===== config.mk =====
export PLATFORM = sky130hd
export DESIGN_NAME = mem_access_ctrl
export DESIGN_NICKNAME = d
export VERILOG_FILES = /design/src/rtl/mem_access_ctrl_pkg.sv /design/src/rtl/mem_access_ctrl_load_extend.sv /design/src/rtl/mem_access_ctrl.sv
export SDC_FILE = /design/constraint.sdc
export NUM_CORES = 1
export LEC_CHECK = 0
export BUFFER_PORTS_ARGS = -buffer_cell sky130_fd_sc_hd__buf_2
export CAP_MARGIN = 20
export CORE_AREA = 2 2 157 159
export DETAILED_ROUTE_END_ITERATION = 7
export DIE_AREA = 0 0 159 161
export GPL_TIMING_DRIVEN = 1
export PLACE_DENSITY_LB_ADDON = 0.08
export RECOVER_POWER = 25
export SLEW_MARGIN = 10
export SYNTH_ARGS = -nofsm -noshare
export SYNTH_HDL_FRONTEND = slang
export SYNTH_SLANG_ARGS = --single-unit
export TNS_END_PERCENT = 5

===== constraint.sdc =====
create_clock -name clk -period 2.7 [get_ports clk]
set_input_delay 0.54 -clock clk [delete_from_list [all_inputs] [get_ports clk]]
set_output_delay 0.54 -clock clk [all_outputs]
set_load 0.01 [all_outputs]

===== src/rtl/mem_access_ctrl_pkg.sv =====
// Shared types and helpers for the data-bus access controller:
// access size, controller state, dbus request/response and strobe helpers.
package mem_access_ctrl_pkg;

    typedef enum logic [1:0] {
        MSIZE1 = 2'd0,
        MSIZE2 = 2'd1,
        MSIZE4 = 2'd2,
        MSIZE8 = 2'd3
    } msize_t;

    typedef enum logic [1:0] {
        IDLE = 2'd0,
        REQ  = 2'd1,
        WAIT = 2'd2,
        DONE = 2'd3
    } mem_state_t;

    typedef struct packed {
        logic        valid;
        logic [63:0] addr;
        msize_t      size;
        logic [7:0]  strobe;
        logic [63:0] data;
    } dbus_req_t;

    typedef struct packed {
        logic        addr_ok;
        logic        data_ok;
        logic [63:0] data;
    } dbus_resp_t;

    // Byte-lane strobe for a store of the given size at byte offset off.
    function automatic logic [7:0] size_strobe(input msize_t size, input logic [2:0] off);
        logic [7:0] base;
        case (size)
            MSIZE1:  base = 8'h01;
            MSIZE2:  base = 8'h03;
            MSIZE4:  base = 8'h0F;
            default: base = 8'hFF;
        endcase
        return base << off;
    endfunction

    // Bit shift amount for a byte offset within the 64-bit lane.
    function automatic logic [5:0] byte_shift(input logic [2:0] off);
        return {off, 3'b000};
    endfunction

    // True when the byte offset is not a multiple of the access size.
    function automatic logic is_misaligned(input msize_t size, input logic [2:0] off);
        logic bad;
        case (size)
            MSIZE1:  bad = 1'b0;
            MSIZE2:  bad = off[0];
            MSIZE4:  bad = |off[1:0];
            default: bad = |off;
        endcase
        return bad;
    endfunction

endpackage


===== src/rtl/mem_access_ctrl_load_extend.sv =====
// Load data alignment: shift the selected bytes down to bit 0 and
// sign- or zero-extend them to the full 64-bit width.
module load_extend
    import mem_access_ctrl_pkg::*;
(
    input  logic [63:0] data,
    input  logic [2:0]  offset,
    input  msize_t      size,
    input  logic        uns,
    output logic [63:0] result
);

    logic [63:0] shifted;

    // Align then extend according to access size and signedness.
    always_comb begin
        shifted = data >> byte_shift(offset);
        result  = shifted;
        case (size)
            MSIZE1:  result = {{56{~uns & shifted[7]}},  shifted[7:0]};
            MSIZE2:  result = {{48{~uns & shifted[15]}}, shifted[15:0]};
            MSIZE4:  result = {{32{~uns & shifted[31]}}, shifted[31:0]};
            default: result = shifted;
        endcase
    end

endmodule


===== src/rtl/mem_access_ctrl.sv =====
// Data-bus access controller: accepts one load/store per memory
// instruction, holds the dbus request until the handshake completes,
// stalls upstream while outstanding and returns extended load data.
module mem_access_ctrl
    import mem_access_ctrl_pkg::*;
#(
    parameter int unsigned XLEN = 64
) (
    input  logic            clk,
    input  logic            reset,
    input  logic            req_valid,
    input  logic            req_store,
    input  msize_t          req_size,
    input  logic            req_uns,
    input  logic [XLEN-1:0] req_addr,
    input  logic [XLEN-1:0] req_wdata,
    output dbus_req_t       dreq,
    input  dbus_resp_t      dresp,
    output logic            stall,
    output logic            done,
    output logic [XLEN-1:0] rdata,
    output logic            misalign
);

    mem_state_t  state_q;
    mem_state_t  state_d;
    logic        accept;
    logic        bad;
    logic        capture;
    logic        lat_store;
    logic        lat_uns;
    logic [2:0]  lat_off;
    logic [63:0] ext_data;

    load_extend u_load_extend (
        .data   (dresp.data),
        .offset (lat_off),
        .size   (dreq.size),
        .uns    (lat_uns),
        .result (ext_data)
    );

    // State register; reset abandons any outstanding access.
    always_ff @(posedge clk) begin
        if (!reset) begin
            state_q <= IDLE;
        end else begin
            state_q <= state_d;
        end
    end

    // Next state, acceptance/capture strobes and pipeline stall.
    always_comb begin
        state_d = state_q;
        accept  = 1'b0;
        bad     = is_misaligned(req_size, req_addr[2:0]);
        capture = 1'b0;
        case (state_q)
            IDLE: begin
                if (req_valid) begin
                    accept  = 1'b1;
                    state_d = bad ? DONE : REQ;
                end
            end
            REQ: begin
                if (dresp.addr_ok) begin
                    capture = dresp.data_ok;
                    state_d = dresp.data_ok ? DONE : WAIT;
                end
            end
            WAIT: begin
                if (dresp.data_ok) begin
                    capture = 1'b1;
                    state_d = DONE;
                end
            end
            DONE: begin
                state_d = IDLE;
            end
            default: begin
                state_d = IDLE;
            end
        endcase
        stall = ((state_q == IDLE) && req_valid) || (state_q == REQ) || (state_q == WAIT);
    end

    // Registered bus request, latched request fields and result outputs.
    always_ff @(posedge clk) begin
        if (!reset) begin
            dreq      <= '0;
            done      <= 1'b0;
            rdata     <= '0;
            misalign  <= 1'b0;
            lat_store <= 1'b0;
            lat_uns   <= 1'b0;
            lat_off   <= '0;
        end else begin
            done <= (state_d == DONE);
            if (accept) begin
                lat_store   <= req_store;
                lat_uns     <= req_uns;
                lat_off     <= req_addr[2:0];
                rdata       <= '0;
                misalign    <= bad;
                dreq.valid  <= ~bad;
                dreq.addr   <= {req_addr[63:3], 3'b000};
                dreq.size   <= req_size;
                dreq.strobe <= req_store ? size_strobe(req_size, req_addr[2:0]) : '0;
                dreq.data   <= req_store ? (req_wdata << byte_shift(req_addr[2:0])) : '0;
            end
            // Address phase ends once the bus accepts it.
            if ((state_q == REQ) && dresp.addr_ok) begin
                dreq.valid <= 1'b0;
            end
            if (capture) begin
                rdata <= lat_store ? '0 : ext_data;
            end
            if (state_q == DONE) begin
                misalign <= 1'b0;
            end
        end
    end

endmodule


==> flow_metrics.tcl <==
set metrics [dict create \
    post-route-min-period_ns 2.51 \
    dr.first_iter.drc_count 692 \
    cts_resized 0 \
    cp.required_ns 2.16 \
    synth_edf_count 0 \
    syn_area_mm2 0.0111 \
    clock_latency_ns 0.52 \
    period_share_pct 93.1 \
    critPathCaptureType "primary output" \
    final.setup_skew_ns 0.0121 \
    dieArea_mm2 0.0256 \
    syn2layout_area_growth_pct 28.8 \
    wirelength_mm 37.5 \
    place_inst 1917 \
    io_buffers 403 \
    ys_types 53 \
    cap_violations 0 \
    die_h_um 161 \
    rsz0062_at_grt "no" \
    clk_path_buf_depth 3 \
    seq_area_frac_synth_pct 37.7 \
    yosysTopAreaCellShare_pct 37.7 \
    utilization_pct 59.6 \
    power_density_mw_per_mm2 743 \
    hold_viol_final 0 \
    syn_inst 1265 \
    track_usage_pct 27.8 \
    postCtsSetupRepairBufs 0 \
    syn_avg_cell_area_um2 8.76 \
    clock_sinks 209 \
    max_slew.worst_pin.slew_ns 1.07 \
    remaining_drc_errors 0 \
    clkTransAtPathRegs_ns 0.06 \
    overflow 0 \
    maxSlewHeadroom_pct 28.8 \
    finalPower_mw 10.6 \
    min_path_type "in2reg" \
    leakagePower_nw 6.04 \
    ys_ff_latch 209 \
    initial_core_util_pct 46.3 \
    synth_flop_cell "dfxtp_1" \
    cts-root-buf "clkbuf_16" \
    final_cells 1965 \
    layout-drive-gt1-share_pct 29.1 \
    dpl.hpwl_mm 27.6 \
    yosys-top-cells-area "dfxtp_1, mux2i_1, nand2_1" \
    ir_drop_v 0.000591 \
    io_pins 407 \
    worstPathArrival_ns 1.97 \
    synth_top_cell_by_area "dfxtp_1" \
    antenna_found_initial 3 \
    final_nets 1826 \
    htree_levels 1 \
    ant_nets 0 \
    holdBufCountCts 0 \
    die_w_um 159 \
    grt_max_degree 65 \
    crit_type "reg2out" \
    async_flop_share_pct 0 \
    grt_pass1_vias 10200 \
    cts_tree "done" \
    place_congestion 0.963 \
    num_rows 57 \
    grt_pass1_wl_mm 57.4 \
    cts_buffers 25 \
    vias_per_cell 5.47 \
    vias 10700 \
    reg2reg_slack_ns 0.30 \
    core_mm2 0.0240 \
    crit_path_start_kind "flip-flop" \
    fmax_ghz 0.398 \
    yosysWarningCount 0 \
    finalSetupTns_ns 0 \
    setup_viol 0 \
    wl_per_cell_um 19.1 \
    status "finished, final reports clean" \
    worst-path-max-fanout 4 \
    maxSlewViolCount 0 \
    firstDrtPassIters 7 \
]
-- through the flow --
stage / setup slack, ns / area [um^2] / hold WS, ns
6_report: 0.186 / 14300 / 0.260
5_1_grt: 0.101 / 14300 / 0.256
4_1_cts: 0.156 / 14400 / 0.232
3_5_place_dp: 0.356 / 13500 / 0.440
3_3_place_gp: 0.405 / 13500 / 0.439
2_1_floorplan: 0.523 / 11100 / 0.461
-- registers in the layout, indices dropped and copies added, names as in the netlist --
name       count
state_q        2
done           1
dreq         136
lat_store      1
lat_uns        1
rdata         64
misalign       1
lat_off        3
-- cells in the mapped netlist, types with 2 or more instances --
library cell,count
nand2_1,258
dfxtp_1,209
mux2i_1,103
clkbuf_1,85
o21ai_0,83
a21boi_0,77
a21oi_1,47
nor2b_1,41
and2_1,39
a22oi_1,33
nor2_1,33
mux2_2,32
mux4_2,24
nand2b_1,23
a221o_1,22
o31ai_2,22
buf_1,13
buf_2,13
nand3_1,11
a221oi_1,9
a2bb2oi_1,9
o211ai_1,8
a31oi_1,7
o22ai_1,7
nor3_1,6
buf_4,5
ha_1,5
inv_1,5
a211oi_1,3
o21a_1,3
o31ai_1,3
or3_1,3
buf_6,2
nand4b_1,2
nor3b_1,2
-- path summary, 6_finish.rpt --
path,startpoint,cells past startpoint,end
worst max-delay path,state_q[1],5,stall
worst min register to register,rdata[42],2,rdata[42]
worst max register to register,state_q[1],7,rdata[23]
worst min-delay path,req_addr[27],3,dreq[101]
-- per-layer routing --
metal	vias up	GRT usage [%]	routed length, um
met5	-	0	13
met4	2	9.30	1170
met3	72	6.06	2750
met2	447	44.9	17100
met1	5025	37.2	16500
li1	5193	-	-
-- area by class of cell --
class	instances	area, um^2
antenna	2	5.00
clock buffer	31	688
clock inverter	15	238
fill	2324	9690
inverter	6	22.5
multi-input combinational	934	6410
sequential	209	4190
tap	324	405
timing repair buffer	444	2330
-- worst max-delay path: stages, from the launching register on --
cell	delay (ns)
dfxtp_1	0.38
inv_1	0.12
ha_1	0.24
and2_2	0.24
or3_1	0.32
buf_2	0.16
-- where the power goes --
part	total (mW)	internal (mW)	leakage (nW)	switching (mW)
combinational	3.24	1.24	3.89	2.00
sequential	3.64	3.42	1.70	0.225
clock	3.73	2.38	0.453	1.35
-- logic make-up after synthesis --
logic type	count (synthesis)	synth area share (%)
simple gates	428	17.9
compound gates	339	21.6
flops	209	37.7
mux	159	17.4
buf+inv	124	4.65
fa+ha+maj	5	0.564
other cells	1	0.0338
-- cells in the final DEF, fill, tap and decap left out, types with 6 or more instances in the layout --
cell type,instances
a221o_1,22
o21ai_0,83
buf_12,10
dfxtp_1,208
mux4_2,24
buf_4,33
o31ai_2,22
and2_1,38
nand2_1,257
a2bb2oi_1,9
a31oi_1,7
nand2b_1,23
o211ai_1,8
a221oi_1,9
nand3_1,11
nor3_1,6
bufinv_16,6
a22oi_1,33
mux2i_1,103
nor2b_1,41
nor2_1,32
clkbuf_1,104
a21boi_0,77
clkbuf_16,25
buf_2,298
a21oi_1,47
o22ai_1,7
mux2_2,32
Power figures use the tool's default switching activity.
